## src/rtl/fir_band_sequencer_if.sv

```systemverilog
// Handshake and strobe bundle between the FIR band sequencer and the datapath it controls.
// TW/BW must match clog2(TAPS)/clog2(BANDS) of the attached sequencer.
interface fir_band_sequencer_if #(
    parameter int unsigned TW = 3,
    parameter int unsigned BW = 2
);
    logic          sample_valid;
    logic          sample_ready;
    logic          ld_d;
    logic          acc_clr;
    logic          mac_en;
    logic [TW-1:0] tap_sel;
    logic [BW-1:0] band_sel;
    logic          result_valid;
    logic          result_ready;
    logic          frame_done;
    logic          busy;

    modport master (
        input  sample_valid,
        input  result_ready,
        output sample_ready,
        output ld_d,
        output acc_clr,
        output mac_en,
        output tap_sel,
        output band_sel,
        output result_valid,
        output frame_done,
        output busy
    );

    modport slave (
        output sample_valid,
        output result_ready,
        input  sample_ready,
        input  ld_d,
        input  acc_clr,
        input  mac_en,
        input  tap_sel,
        input  band_sel,
        input  result_valid,
        input  frame_done,
        input  busy
    );
endinterface

```

## src/rtl/fir_band_sequencer.sv

```systemverilog
// Frame sequencer for the banded FIR datapath: shifts one sample into the delay line, then
// walks every tap of every band through the shared MAC and hands each band result downstream.
module fir_band_sequencer #(
    parameter int unsigned TAPS    = 8,
    parameter int unsigned BANDS   = 4,
    parameter int unsigned MAC_LAT = 3
) (
    input logic            clk,
    input logic            clr,
    fir_band_sequencer_if.master bus
);
    localparam int unsigned TW = $clog2(TAPS);
    localparam int unsigned BW = $clog2(BANDS);
    localparam int unsigned LW = (MAC_LAT > 1) ? $clog2(MAC_LAT) : 1;

    typedef enum logic [2:0] {StIdle, StShift, StMac, StDrain, StStore} state_e;

    state_e        state_q, state_d;
    logic [TW-1:0] tap_q, tap_d;
    logic [BW-1:0] band_q, band_d;
    logic [LW-1:0] lat_q, lat_d;

    logic ld_q, mac_q, acc_clr_q, rv_q, busy_q, ready_q;
    logic last_tap, last_band, last_lat, accept;

    assign last_tap  = (tap_q == TW'(TAPS - 1));
    assign last_band = (band_q == BW'(BANDS - 1));
    assign last_lat  = ((int'(lat_q) + 1) >= int'(MAC_LAT));
    assign accept    = (state_q == StStore) && bus.result_ready;

    always_comb begin
        state_d = state_q;
        tap_d   = tap_q;
        band_d  = band_q;
        lat_d   = lat_q;
        unique case (state_q)
            StIdle: begin
                if (bus.sample_valid) state_d = StShift;
            end
            StShift: begin
                state_d = StMac;
            end
            StMac: begin
                if (last_tap) begin
                    tap_d   = '0;
                    lat_d   = '0;
                    // With no MAC pipeline the accumulator is final right after the last tap.
                    state_d = (MAC_LAT == 0) ? StStore : StDrain;
                end else begin
                    tap_d = tap_q + TW'(1);
                end
            end
            StDrain: begin
                if (last_lat) state_d = StStore;
                else          lat_d   = lat_q + LW'(1);
            end
            StStore: begin
                if (bus.result_ready) begin
                    if (last_band) begin
                        band_d  = '0;
                        state_d = StIdle;
                    end else begin
                        band_d  = band_q + BW'(1);
                        state_d = StMac;
                    end
                end
            end
            default: begin
                state_d = StIdle;
            end
        endcase
    end

    // Strobes are decoded from the next state so they are flop outputs aligned with the state.
    always_ff @(posedge clk or negedge clr) begin
        if (!clr) begin
            state_q   <= StIdle;
            tap_q     <= '0;
            band_q    <= '0;
            lat_q     <= '0;
            ld_q      <= 1'b0;
            mac_q     <= 1'b0;
            acc_clr_q <= 1'b0;
            rv_q      <= 1'b0;
            busy_q    <= 1'b0;
            ready_q   <= 1'b1;
        end else begin
            state_q   <= state_d;
            tap_q     <= tap_d;
            band_q    <= band_d;
            lat_q     <= lat_d;
            ld_q      <= (state_d == StShift);
            mac_q     <= (state_d == StMac);
            acc_clr_q <= (state_d == StMac) && (tap_d == '0);
            rv_q      <= (state_d == StStore);
            busy_q    <= (state_d != StIdle);
            ready_q   <= (state_d == StIdle);
        end
    end

    assign bus.sample_ready = ready_q;
    assign bus.ld_d         = ld_q;
    assign bus.acc_clr      = acc_clr_q;
    assign bus.mac_en       = mac_q;
    assign bus.tap_sel      = tap_q;
    assign bus.band_sel     = band_q;
    assign bus.result_valid = rv_q;
    assign bus.busy         = busy_q;
    assign bus.frame_done   = accept && last_band;
endmodule

```

## src/flat_wrapper.sv

```systemverilog
// flat-port wrapper written by rule: the top's interface ports become plain ports
module fir_band_sequencer_flat 
#(
    parameter int unsigned TAPS    = 8,
    parameter int unsigned BANDS   = 4,
    parameter int unsigned MAC_LAT = 3
)
  (clk, clr, bus_sample_valid, bus_result_ready, bus_sample_ready, bus_ld_d, bus_acc_clr, bus_mac_en, bus_tap_sel, bus_band_sel, bus_result_valid, bus_frame_done, bus_busy);
  fir_band_sequencer_if #(.TW(3), .BW(2)) bus_i ();
  input logic clk;
  input logic clr;
  input wire logic [$bits(bus_i.sample_valid)-1:0] bus_sample_valid;
  input wire logic [$bits(bus_i.result_ready)-1:0] bus_result_ready;
  output wire logic [$bits(bus_i.sample_ready)-1:0] bus_sample_ready;
  output wire logic [$bits(bus_i.ld_d)-1:0] bus_ld_d;
  output wire logic [$bits(bus_i.acc_clr)-1:0] bus_acc_clr;
  output wire logic [$bits(bus_i.mac_en)-1:0] bus_mac_en;
  output wire logic [$bits(bus_i.tap_sel)-1:0] bus_tap_sel;
  output wire logic [$bits(bus_i.band_sel)-1:0] bus_band_sel;
  output wire logic [$bits(bus_i.result_valid)-1:0] bus_result_valid;
  output wire logic [$bits(bus_i.frame_done)-1:0] bus_frame_done;
  output wire logic [$bits(bus_i.busy)-1:0] bus_busy;
  assign bus_i.sample_valid = bus_sample_valid;
  assign bus_i.result_ready = bus_result_ready;
  assign bus_sample_ready = bus_i.sample_ready;
  assign bus_ld_d = bus_i.ld_d;
  assign bus_acc_clr = bus_i.acc_clr;
  assign bus_mac_en = bus_i.mac_en;
  assign bus_tap_sel = bus_i.tap_sel;
  assign bus_band_sel = bus_i.band_sel;
  assign bus_result_valid = bus_i.result_valid;
  assign bus_frame_done = bus_i.frame_done;
  assign bus_busy = bus_i.busy;
  fir_band_sequencer #(.TAPS(TAPS), .BANDS(BANDS), .MAC_LAT(MAC_LAT)) u_core (.clk(clk), .clr(clr), .bus(bus_i));
endmodule
```

## config.mk

```make
export PLATFORM = sky130hd
export DESIGN_NAME = fir_band_sequencer_flat
export DESIGN_NICKNAME = d
export VERILOG_FILES = /design/src/rtl/fir_band_sequencer_if.sv /design/src/rtl/fir_band_sequencer.sv /design/src/flat_wrapper.sv
export SDC_FILE = /design/constraint.sdc
export NUM_CORES = 1
export LEC_CHECK = 0
export ABC_AREA = 0
export CORE_MARGIN = 2
export CORE_UTILIZATION = 56
export CTS_BUF_LIST = sky130_fd_sc_hd__clkbuf_8
export CTS_CLUSTER_DIAMETER = 100
export DETAILED_ROUTE_END_ITERATION = 16
export HOLD_SLACK_MARGIN = 0.03
export PLACE_DENSITY_LB_ADDON = 0.3
export SYNTH_ARGS = -nofsm -noshare
export SYNTH_HDL_FRONTEND = slang
export SYNTH_SLANG_ARGS = --single-unit
```

## constraint.sdc

```tcl
create_clock -name clk -period 4.15 [get_ports clk]
set_input_delay 0.83 -clock clk [delete_from_list [all_inputs] [get_ports clk]]
set_output_delay 0.83 -clock clk [all_outputs]
set_load 0.02 [all_outputs]
```

==> run metrics <==
clk_lat worst skew=roughly 0.24 ns; Starting DRT DRC Count=9; crit path max fanout=3; Yosys cell types=28; Die Outline Area=1760 um2; main combinational cell family by area after synthesis=simple AND/OR/NAND/NOR gates; diode count=0; Die Y=roughly 42 um; Slew HR=52.9%; Overall Global Routing Usage=a little under a fifth; # rows=13; Final Hold Fails=0; Final ANT Viol Nets=0; Synth Area in Adders=7.76%; Residual DRC=0; number of global-route vias before repair=around 530; I/O pin total=16; pwr/cell area=835 nW/um2; pin slew with the least headroom to its limit=between 0.7 and 0.8 ns; unrepaired setup endpoints after global routing=false; worst clock skew=0.00183 ns; Final HPWL DP=950 um; routed vias=about 550; pin count of the biggest net entering global routing=17; post-CTS setup buffer count=0; clk sink count=16; register bit total from synthesis=16; CP required=approximately 3.3 ns; status=completed; Hold Crit Class=register to register; core area=~1300 um2; Syn Nets=75; post_cts resized=0; Leakage=0.000455 uW; TritonCTS clock tree=yes; CTS Buf Count=3; Crit Path Category=primary input to primary output; Arr. time, crit path=around 2.3 ns; Hold Startpoint=u_core.bus.band_sel[1]$_DFFE_PN0P_; Setup TNS=0 ns; max frequency=~0.32 GHz; simple-gate portion of the synthesized area=19.3%; fin nets=94; FF-to-FF Start=u_core.state_q[0]$_DFF_PN0_; total grt overflow=0; Placer Congestion=around 0.79; port bufs=15; Synth Area per Inst=about 12 um2; Syn Inst Count=66; Final Max Tran Viols=0; vias per inst=approximately 5.6; Clock Tree Root=clkbuf_8; sequential area share after synthesis=about half; Max Cap Viol=0; initial antenna violation count=0; mapped cell area=806 um2; mux contribution to synthesized area=8.70%; drt total wl=1310 um; hold_buf cts=0; setup violators final=0; most frequent cells in the layout=15 x clkdlybuf4s50_1, 15 x dfrtp_1, 6 x nor2_1; Starting Density=about three fifths; Tcrit/Tclk final=around three quarters; post-synthesis to final-layout area growth=26.4%; Reg clk slew, reported paths=roughly 0.06 ns; Post-Synth XOR/XNOR Area=0%; die width=41.9 um; first-pass GRT wire length=between 2000 and 2500 um; H-tree levels=1; yosys warns=0; share of layout cells above drive strength 1=roughly 14%; type of origin of the critical path=primary input; maximum VDD drop=about 0.45 mV; fin crit period=around 3.1 ns; worst hold margin=0.538 ns; Setup crit end kind=primary output; maximum clock path buffer count=2; DR pass1 iterations=4; wire per inst=13.2 um; Critical Path Start=bus_result_ready; post-synthesis compound-gate area fraction=12.6%
path summary, 6_finish.rpt:
| kind | end | slack [ns] | depth (start not counted) |
|---|---|---|---|
| worst max-delay path | bus_frame_done | 1.07 | 4 |
| worst min-delay path | u_core.bus.band_sel[1]$_DFFE_PN0P_ | 0.54 | 1 |
| worst max register to register | u_core.bus.acc_clr$_DFF_PN0_ | 2.56 | 3 |
| worst min register to register | u_core.bus.band_sel[1]$_DFFE_PN0P_ | 0.54 | 1 |
| max in group asynchronous | u_core.bus.mac_en$_DFF_PN0_ | 2.70 | 1 |
| min in group asynchronous | u_core.bus.band_sel[1]$_DFFE_PN0P_ | 1.01 | 1 |
critical path, cell delays in order:
cell	delay, ns
clkdlybuf4s50_1	0.49
and3_1	0.21
and2_1	0.13
clkdlybuf4s50_1	0.59
where the power goes:
group	internal [uW]	total [uW]	leakage [uW]	switching, uW
clock	83.9	135	0.0000288	51.1
combinational	221	422	0.000230	200
sequential	223	294	0.000196	71.5
cells in the mapped netlist (all sizes together):
| cell | n | area share, % |
|---|---|---|
| nor2b | 4 | 3.1 |
| nand2 | 3 | 1.4 |
| buf | 1 | 1.4 |
| inv | 1 | 0.47 |
| o22a | 1 | 1.1 |
| o21ai | 6 | 4.2 |
| a22o | 2 | 2.2 |
| nor4b | 1 | 1.9 |
| dfstp | 1 | 3.3 |
| mux2 | 5 | 7.5 |
| a32o | 2 | 2.5 |
| nor3b | 1 | 2.3 |
| or2 | 1 | 0.78 |
| o32ai | 1 | 2.0 |
| and3 | 2 | 1.6 |
| nor3 | 1 | 0.62 |
| nor2 | 7 | 4.2 |
| and2b | 1 | 1.2 |
| ha | 5 | 7.8 |
| mux2i | 1 | 1.2 |
| a21oi | 1 | 0.62 |
| nand3 | 1 | 0.62 |
| and2 | 2 | 1.6 |
| dfrtp | 15 | 47 |
per-stage QoR:
step | std cells | util, % | power, uW | setup WS [ns] | instance area (um2)
after detailed placement | 95 | 73.1 | 720 | 1.06 | 963
after CTS | 99 | 77.3 | 857 | 1.06 | 1020
after floorplan | 66 | - | 590 | 2.07 | 806
after global placement | 95 | 73.1 | 705 | 1.07 | 963
final | 99 | 77.3 | 851 | 1.07 | 1020
after global routing | 99 | 77.3 | 919 | 1.01 | 1020
flip-flops by register name (all words and copies together), names as in the netlist, 2 cells and up:
signal               flops
u_core.bus.band_sel      2
u_core.bus.tap_sel       3
u_core.lat_q             2
u_core.state_q           3
cell families after synthesis:
kind of cell             after synthesis
flip-flops                            16
multiplexers                           6
AO/OA/AOI/OAI                         13
adder cells (fa/ha/maj)                5
AND/OR/NAND/NOR                       24
buffers and inverters                  2
metal layers:
layer  wire, um  track usage (%)
met1        650             22.9
met2        598             29.7
met3         48             3.91
met4         11             7.74
met5          0                0
final cells by class:
| type | count | area, um2 |
|---|---|---|
| multi-input cells | 48 | 389 |
| inverters | 1 | 3.75 |
| fillers | 91 | 299 |
| flip-flops and latches | 16 | 402 |
| well taps | 15 | 18.8 |
| repair buffers | 15 | 150 |
| clock buffers | 4 | 55.1 |
(Power assumes the default switching activity.)
